## config.mk

```make
export PLATFORM = sky130hd
export DESIGN_NAME = vram_scheduler_flat
export DESIGN_NICKNAME = d
export VERILOG_FILES = /design/src/rtl/vram_scheduler_if.sv /design/src/rtl/vram_scheduler.sv /design/src/flat_wrapper.sv
export SDC_FILE = /design/constraint.sdc
export NUM_CORES = 1
export LEC_CHECK = 0
export BUFFER_PORTS_ARGS = -buffer_cell sky130_fd_sc_hd__buf_4
export CORE_AREA = 2 2 236 238
export CTS_CLUSTER_DIAMETER = 200
export DETAILED_ROUTE_END_ITERATION = 12
export DIE_AREA = 0 0 238 240
export GPL_ROUTABILITY_DRIVEN = 0
export GPL_TIMING_DRIVEN = 0
export HOLD_SLACK_MARGIN = 0.15
export PLACE_DENSITY = 0.34
export SETUP_SLACK_MARGIN = 0.1
export SLEW_MARGIN = 20
export SYNTH_ARGS = -nofsm -noshare
export SYNTH_HDL_FRONTEND = slang
export SYNTH_SLANG_ARGS = --single-unit
```

## constraint.sdc

```tcl
create_clock -name clk -period 10 [get_ports clk]
set_input_delay 1 -clock clk [delete_from_list [all_inputs] [get_ports clk]]
set_output_delay 1 -clock clk [all_outputs]
set_load 0.05 [all_outputs]
```

## src/rtl/vram_scheduler_if.sv

```systemverilog
// rtl/vram_scheduler_if.sv - pixel FIFO and MIG user-port bundle for vram_scheduler
interface vram_scheduler_if;
  logic [127:0] pix_read;
  logic         pix_read_valid;
  logic         pix_read_ready;
  logic [127:0] pix_write;
  logic         pix_write_valid;
  logic         pix_write_ready;
  logic         mig_cmd_en;
  logic [2:0]   mig_cmd_instr;
  logic [5:0]   mig_cmd_bl;
  logic [29:0]  mig_cmd_byte_addr;
  logic         mig_cmd_full;
  logic         mig_wr_en;
  logic [127:0] mig_wr_data;
  logic [15:0]  mig_wr_mask;
  logic         mig_wr_full;
  logic         mig_rd_en;
  logic [127:0] mig_rd_data;
  logic         mig_rd_empty;

  modport master (
    output pix_read, pix_read_valid, input pix_read_ready,
    input pix_write, pix_write_valid, output pix_write_ready,
    output mig_cmd_en, mig_cmd_instr, mig_cmd_bl, mig_cmd_byte_addr, input mig_cmd_full,
    output mig_wr_en, mig_wr_data, mig_wr_mask, input mig_wr_full,
    output mig_rd_en, input mig_rd_data, mig_rd_empty
  );

  modport slave (
    input pix_read, pix_read_valid, output pix_read_ready,
    output pix_write, pix_write_valid, input pix_write_ready,
    input mig_cmd_en, mig_cmd_instr, mig_cmd_bl, mig_cmd_byte_addr, output mig_cmd_full,
    input mig_wr_en, mig_wr_data, mig_wr_mask, output mig_wr_full,
    input mig_rd_en, output mig_rd_data, mig_rd_empty
  );
endinterface

```

## src/rtl/vram_scheduler.sv

```systemverilog
// rtl/vram_scheduler.sv - frame-based VRAM burst scheduler between pixel FIFOs and one MIG port
module vram_scheduler #(
  parameter int          BURST_LEN     = 32,
  parameter int          RD_FIFO_DEPTH = 64,
  parameter logic [29:0] FB_BASE       = 30'h0
) (
  input  logic              clk,
  input  logic              rst_n,
  input  logic              enable,
  input  logic              vsync,
  input  logic [23:0]       frame_bytes,
  vram_scheduler_if.master  bus,
  output logic              error
);
  localparam logic [23:0] BURST_BYTES = 24'(BURST_LEN * 16);
  localparam int          IW          = $clog2(RD_FIFO_DEPTH + BURST_LEN + 1);
  localparam logic [IW-1:0] RD_LIMIT  = IW'(RD_FIFO_DEPTH - BURST_LEN);
  localparam logic [IW-1:0] BL_I      = IW'(BURST_LEN);
  localparam int          WW          = $clog2(BURST_LEN + 1);
  localparam logic [WW-1:0] BL_W      = WW'(BURST_LEN);

  typedef enum logic [1:0] {IDLE, RD_CMD, WR_DATA, WR_CMD} state_t;

  state_t        state;
  logic [23:0]   rd_ptr, wr_ptr, frame_end;
  logic [IW-1:0] rd_inflight;
  logic [WW-1:0] words;
  logic          vs_q, vs_pending;

  logic [23:0] frame_rounded;
  logic [24:0] wr_next_end;
  logic        vs_rise, rd_accept, can_write, can_read;

  assign frame_rounded = frame_bytes - (frame_bytes % BURST_BYTES);
  assign wr_next_end   = {1'b0, wr_ptr} + {1'b0, BURST_BYTES};
  assign vs_rise       = vsync && !vs_q;
  assign rd_accept     = (state == RD_CMD) && !bus.mig_cmd_full;
  // Only write back data whose read burst has already been commanded, or we could wait forever.
  assign can_write     = (wr_ptr < frame_end) && bus.pix_write_valid && ({1'b0, rd_ptr} >= wr_next_end);
  assign can_read      = (rd_ptr < frame_end) && (rd_inflight <= RD_LIMIT);

  assign bus.pix_read        = bus.mig_rd_data;
  assign bus.pix_read_valid  = rst_n && !bus.mig_rd_empty;
  assign bus.mig_rd_en       = rst_n && !bus.mig_rd_empty && bus.pix_read_ready;
  assign bus.pix_write_ready = rst_n && (state == WR_DATA) && !bus.mig_wr_full && (words < BL_W);
  assign bus.mig_wr_en       = bus.pix_write_ready && bus.pix_write_valid;
  assign bus.mig_wr_data     = bus.pix_write;
  assign bus.mig_wr_mask     = 16'h0000;
  assign bus.mig_cmd_bl      = 6'(BURST_LEN - 1);

  always_ff @(posedge clk) begin
    if (!rst_n) begin
      state                 <= IDLE;
      rd_ptr                <= '0;
      wr_ptr                <= '0;
      frame_end             <= '0;
      rd_inflight           <= '0;
      words                 <= '0;
      vs_q                  <= 1'b0;
      vs_pending            <= 1'b0;
      error                 <= 1'b0;
      bus.mig_cmd_en        <= 1'b0;
      bus.mig_cmd_instr     <= 3'b000;
      bus.mig_cmd_byte_addr <= '0;
    end else begin
      vs_q        <= vsync;
      rd_inflight <= rd_inflight + (rd_accept ? BL_I : '0)
                     - ((bus.mig_rd_en && rd_inflight != '0) ? IW'(1) : '0);
      case (state)
        IDLE: begin
          if (enable) begin
            if (vs_pending) begin
              frame_end  <= frame_rounded;
              rd_ptr     <= '0;
              wr_ptr     <= '0;
              vs_pending <= 1'b0;
            end else if (can_write) begin
              state <= WR_DATA;
              words <= '0;
            end else if (can_read) begin
              state                 <= RD_CMD;
              bus.mig_cmd_en        <= 1'b1;
              bus.mig_cmd_instr     <= 3'b001;
              bus.mig_cmd_byte_addr <= FB_BASE + {6'b0, rd_ptr};
            end
          end
        end
        RD_CMD: begin
          if (!bus.mig_cmd_full) begin
            bus.mig_cmd_en <= 1'b0;
            rd_ptr         <= rd_ptr + BURST_BYTES;
            state          <= IDLE;
          end
        end
        WR_DATA: begin
          if (bus.mig_wr_en) begin
            if (words == BL_W - 1'b1) begin
              words                 <= '0;
              state                 <= WR_CMD;
              bus.mig_cmd_en        <= 1'b1;
              bus.mig_cmd_instr     <= 3'b000;
              bus.mig_cmd_byte_addr <= FB_BASE + {6'b0, wr_ptr};
            end else begin
              words <= words + 1'b1;
            end
          end
        end
        WR_CMD: begin
          if (!bus.mig_cmd_full) begin
            bus.mig_cmd_en <= 1'b0;
            wr_ptr         <= wr_ptr + BURST_BYTES;
            state          <= IDLE;
          end
        end
        default: state <= IDLE;
      endcase
      // A new frame arriving before the current one is fully read and written back is an overrun.
      if (vs_rise) begin
        vs_pending <= 1'b1;
        if ((rd_ptr < frame_end) || (wr_ptr < frame_end)) error <= 1'b1;
      end
    end
  end
endmodule
```

## src/flat_wrapper.sv

```systemverilog
// flat-port wrapper written by rule: the top's interface ports become plain ports
module vram_scheduler_flat 
#(
  parameter int          BURST_LEN     = 32,
  parameter int          RD_FIFO_DEPTH = 64,
  parameter logic [29:0] FB_BASE       = 30'h0
)
  (clk, rst_n, enable, vsync, frame_bytes, error, bus_pix_read, bus_pix_read_valid, bus_pix_read_ready, bus_pix_write, bus_pix_write_valid, bus_pix_write_ready, bus_mig_cmd_en, bus_mig_cmd_instr, bus_mig_cmd_bl, bus_mig_cmd_byte_addr, bus_mig_cmd_full, bus_mig_wr_en, bus_mig_wr_data, bus_mig_wr_mask, bus_mig_wr_full, bus_mig_rd_en, bus_mig_rd_data, bus_mig_rd_empty);
  vram_scheduler_if bus_i ();
  input  logic clk;
  input  logic rst_n;
  input  logic enable;
  input  logic vsync;
  input  logic [23:0] frame_bytes;
  output logic error;
  output wire logic [$bits(bus_i.pix_read)-1:0] bus_pix_read;
  output wire logic [$bits(bus_i.pix_read_valid)-1:0] bus_pix_read_valid;
  input wire logic [$bits(bus_i.pix_read_ready)-1:0] bus_pix_read_ready;
  input wire logic [$bits(bus_i.pix_write)-1:0] bus_pix_write;
  input wire logic [$bits(bus_i.pix_write_valid)-1:0] bus_pix_write_valid;
  output wire logic [$bits(bus_i.pix_write_ready)-1:0] bus_pix_write_ready;
  output wire logic [$bits(bus_i.mig_cmd_en)-1:0] bus_mig_cmd_en;
  output wire logic [$bits(bus_i.mig_cmd_instr)-1:0] bus_mig_cmd_instr;
  output wire logic [$bits(bus_i.mig_cmd_bl)-1:0] bus_mig_cmd_bl;
  output wire logic [$bits(bus_i.mig_cmd_byte_addr)-1:0] bus_mig_cmd_byte_addr;
  input wire logic [$bits(bus_i.mig_cmd_full)-1:0] bus_mig_cmd_full;
  output wire logic [$bits(bus_i.mig_wr_en)-1:0] bus_mig_wr_en;
  output wire logic [$bits(bus_i.mig_wr_data)-1:0] bus_mig_wr_data;
  output wire logic [$bits(bus_i.mig_wr_mask)-1:0] bus_mig_wr_mask;
  input wire logic [$bits(bus_i.mig_wr_full)-1:0] bus_mig_wr_full;
  output wire logic [$bits(bus_i.mig_rd_en)-1:0] bus_mig_rd_en;
  input wire logic [$bits(bus_i.mig_rd_data)-1:0] bus_mig_rd_data;
  input wire logic [$bits(bus_i.mig_rd_empty)-1:0] bus_mig_rd_empty;
  assign bus_pix_read = bus_i.pix_read;
  assign bus_pix_read_valid = bus_i.pix_read_valid;
  assign bus_i.pix_read_ready = bus_pix_read_ready;
  assign bus_i.pix_write = bus_pix_write;
  assign bus_i.pix_write_valid = bus_pix_write_valid;
  assign bus_pix_write_ready = bus_i.pix_write_ready;
  assign bus_mig_cmd_en = bus_i.mig_cmd_en;
  assign bus_mig_cmd_instr = bus_i.mig_cmd_instr;
  assign bus_mig_cmd_bl = bus_i.mig_cmd_bl;
  assign bus_mig_cmd_byte_addr = bus_i.mig_cmd_byte_addr;
  assign bus_i.mig_cmd_full = bus_mig_cmd_full;
  assign bus_mig_wr_en = bus_i.mig_wr_en;
  assign bus_mig_wr_data = bus_i.mig_wr_data;
  assign bus_mig_wr_mask = bus_i.mig_wr_mask;
  assign bus_i.mig_wr_full = bus_mig_wr_full;
  assign bus_mig_rd_en = bus_i.mig_rd_en;
  assign bus_i.mig_rd_data = bus_mig_rd_data;
  assign bus_i.mig_rd_empty = bus_mig_rd_empty;
  vram_scheduler #(.BURST_LEN(BURST_LEN), .RD_FIFO_DEPTH(RD_FIFO_DEPTH), .FB_BASE(FB_BASE)) u_core (.clk(clk), .rst_n(rst_n), .enable(enable), .vsync(vsync), .frame_bytes(frame_bytes), .bus(bus_i), .error(error));
endmodule
```

==> flow_summary.json <==
{
  "r2r_slack_ns": 5.69,
  "ctsHoldBuffers": 0,
  "min_period_over_period_pct": 43.1,
  "yosys.area_share.simple_pct": 14.0,
  "die-area_mm2": 0.0571,
  "synth_common_cells": "buf_4 (295), dfxtp_1 (80), nor2_1 (63)",
  "rsz0062_at_grt": "false",
  "cts_tree": "done",
  "synthCells": 893,
  "synth_top_family_by_area": "buffers and inverters",
  "coreArea_mm2": 0.0547,
  "synth-async-reset-ratio_pct": 0,
  "antennaDiodeCount": 0,
  "cts-htree-levels": 3,
  "p_int_mw": 0.827,
  "setup_viol": 0,
  "clockBufferDepth": 2,
  "synth_edf_count": 0,
  "io_pins": 606,
  "synth.most_common_cell": "buf_4",
  "drv_cap": 0,
  "ys_top_cells_by_area": "buf_4 (31%), dfxtp_1 (23%), ha_1 (9.9%)",
  "worstSetupEndpointType": "register",
  "hp-class": "register to register",
  "swShare_pct": 42.8,
  "routed_wl_mm": 24.9,
  "vias": 6611,
  "synthXorXnorAreaFrac_pct": 3.45,
  "timing.rr.start": "u_core.wr_ptr[9]$_SDFFE_PN0P_",
  "required_ns": 10.20,
  "finalHoldViolations": 0,
  "nFillCells": 6189,
  "ys_ff_latch": 80,
  "grt_overflow": 0,
  "drv_slew": 0,
  "initial_core_util_pct": 13.0,
  "grt_max_degree": 15,
  "holdPathEnd": "u_core.frame_end[9]$_SDFFE_PN0P_",
  "synth_fa_ha_area_share_pct": 10.1,
  "p_total_mw": 1.44,
  "fin_setup_tns_ns": 0,
  "grt_use_total_pct": 7.89,
  "seqPwrFrac_pct": 25.6,
  "antenna_found_initial": 1,
  "finClkSkew_ns": 0.00878,
  "powerDensity_mw_per_mm2": 135,
  "timing.fmax_ghz": 0.232,
  "yosys.area.top_type_share_pct": 31.1,
  "synth_area_mm2": 0.00711,
  "rr_endpoint": "u_core.bus.mig_cmd_byte_addr[18]$_SDFFE_PN0P_",
  "synth_area_leader_cell": "buf_4",
  "yosysWarnings": 0,
  "synthMuxAreaShare_pct": 1.99,
  "drt_iter0_markers": 205,
  "p_leak_nw": 5.16,
  "grt_pass1_vias": 6175,
  "numClockSinks": 80,
  "rows": 86,
  "io_buffers": 301,
  "path_class": "register to register",
  "cts_buffers": 9,
  "cp.arrival_ns": 4.50,
  "worst_setup_path_start_kind": "register",
  "yosysSeqAreaShare_pct": 22.5,
  "clk_pin_slew_ns": 0.07,
  "die_y_um": 240,
  "slew_headroom_pct": 40.8,
  "chipWidth_um": 238,
  "crit_fanout": 10,
  "drc": 0,
  "wl_per_cell_um": 12.7,
  "vdd_drop_max_v": 0.0000808,
  "fin_nets": 1588,
  "comb_power_share_pct": 49.2,
  "ys_types": 51,
  "hpwlAfterDp_mm": 21.6,
  "avgViaCountPerCell": 3.39,
  "root_buffer": "clkbuf_16",
  "tightest_slew_ns": 0.887,
  "area_delta_synth_final_pct": 50.6,
  "synth_area_per_cell_um2": 7.96,
  "synth_compound_area_share_pct": 13.0,
  "whs_ns": 0.454,
  "reg2regPathDepth": 16,
  "cts_resized": 0,
  "final_antenna_net_count": 0,
  "clock_power_share_pct": 25.2,
  "switchingPower_mw": 0.618,
  "grt_pass1_wl_mm": 34.7,
  "first_pass_iters": 4,
  "post_cts_buffers": 0,
  "drive_above_1_share_pct": 50.8,
  "holdPathStages": 2,
  "clock_latency_ns": 0.35,
  "min_from": "u_core.frame_end[9]$_SDFFE_PN0P_",
  "synth_top_flop_cell": "dfxtp_1",
  "status": "complete, no violations",
  "min_period_ns": 4.31
}
## layout make-up
cell class,count,area (um^2),share of cell area (%)
multi-input cells,491,3180,29.7
flip-flops and latches,80,1600,15.0
clock inverters,6,92.6,0.864
repair buffers,301,2260,21.1
clock buffers,10,229,2.14
plain buffers,320,2320,21.7
inverters,39,146,1.37
well taps,704,881,8.22
## logic make-up (layout without fill, tap and decap cells)
family	Yosys count	in the layout
simple gates	212	212
xor+xnor	28	28
compound gates	141	141
other cells	2	39
flops	80	80
buf+inv	359	676
mux	14	14
fa+ha+maj	57	57
## power groups by stage
stage               clock network, mW  registers [mW]  logic [mW]
finish                          0.364           0.370       0.710
global route                    0.390           0.374       0.755
CTS                             0.382           0.371       0.719
detailed placement                  0           0.378       0.716
global placement                    0           0.378       0.716
floorplan                           0           0.430       0.488
## cell usage in the layout (no fill, tap or decap), types with 6 or more instances in the layout
| cell type | netlist | routed |
|---|---|---|
| clkbuf_16 | 0 | 9 |
| a211oi_2 | 11 | 11 |
| dfxtp_1 | 80 | 80 |
| xnor2_1 | 16 | 16 |
| a31oi_1 | 9 | 9 |
| nor2_1 | 63 | 63 |
| and3_1 | 10 | 10 |
| clkbuf_1 | 22 | 23 |
| nand2_1 | 58 | 58 |
| o21ai_0 | 30 | 30 |
| nand4_1 | 9 | 9 |
| nor3_1 | 22 | 22 |
| conb_1 | 2 | 39 |
| and2_1 | 6 | 6 |
| a211oi_1 | 8 | 8 |
| a21oi_1 | 56 | 56 |
| mux2i_1 | 13 | 13 |
| xor2_1 | 12 | 12 |
| buf_4 | 295 | 596 |
| ha_1 | 56 | 56 |
| inv_1 | 39 | 39 |
| nand3_1 | 19 | 19 |
## routing by layer
layer,share of wire (%),wire length [um],track usage [%]
met1,39,9640,8.97
met2,54,13400,15.3
met3,6.3,1570,1.60
met4,0.79,197,1.34
met5,0.052,13,0
## sequential cells by signal (all words and copies together), names as in the netlist
register,cells
u_core.bus.mig_cmd_byte_addr,15
u_core.frame_end,15
u_core.rd_ptr,15
u_core.wr_ptr,15
u_core.rd_inflight,7
u_core.words,6
u_core.state,2
u_core.bus.mig_cmd_en,1
u_core.bus.mig_cmd_instr,1
u_core.error,1
u_core.vs_pending,1
u_core.vs_q,1
## critical path: stages, from the launching register on
cell and delay, ns:
dfxtp_1 0.48, ha_1 0.27, and3_1 0.27, and3_1 0.17, clkbuf_1 0.23, nand3_1 0.27, nor2_1 0.20, xnor2_1 0.17
ha_1 0.28, nand4_1 0.14, nor2_1 0.07, a2111oi_0 0.59, a211oi_2 0.28, a21o_1 0.28, nand2_2 0.17, buf_6 0.19
a211oi_2 0.08
## worst max-delay path by stage
stage | from | endpoint | slack (ns) | depth (start not counted)
3_5_place_dp | u_core.wr_ptr[9]$_SDFFE_PN0P_ | u_core.bus.mig_cmd_byte_addr[22]$_SDFFE_PN0P_ | 5.74 | 16
4_1_cts | u_core.wr_ptr[9]$_SDFFE_PN0P_ | u_core.bus.mig_cmd_byte_addr[22]$_SDFFE_PN0P_ | 5.68 | 16
2_1_floorplan | rst_n | u_core.rd_inflight[5]$_SDFF_PN0_ | 6.14 | 12
5_1_grt | u_core.wr_ptr[9]$_SDFFE_PN0P_ | u_core.bus.mig_cmd_byte_addr[16]$_SDFFE_PN0P_ | 5.30 | 16
3_3_place_gp | u_core.wr_ptr[9]$_SDFFE_PN0P_ | u_core.bus.mig_cmd_byte_addr[21]$_SDFFE_PN0P_ | 5.70 | 16
6_report | u_core.wr_ptr[9]$_SDFFE_PN0P_ | u_core.bus.mig_cmd_byte_addr[18]$_SDFFE_PN0P_ | 5.69 | 16
## stage by stage
| stage | area [um^2] | util [%] | setup slack, ns | instances |
|---|---|---|---|---|
| floorplan | 7250 | - | 6.14 | 930 |
| global route | 10700 | 19.6 | 5.30 | 1951 |
| global placement | 10400 | 19.0 | 5.70 | 1935 |
| CTS | 10700 | 19.6 | 5.68 | 1951 |
| finish | 10700 | 19.6 | 5.69 | 1951 |
| detailed placement | 10400 | 19.0 | 5.74 | 1935 |
Power figures use the tool's default switching activity.
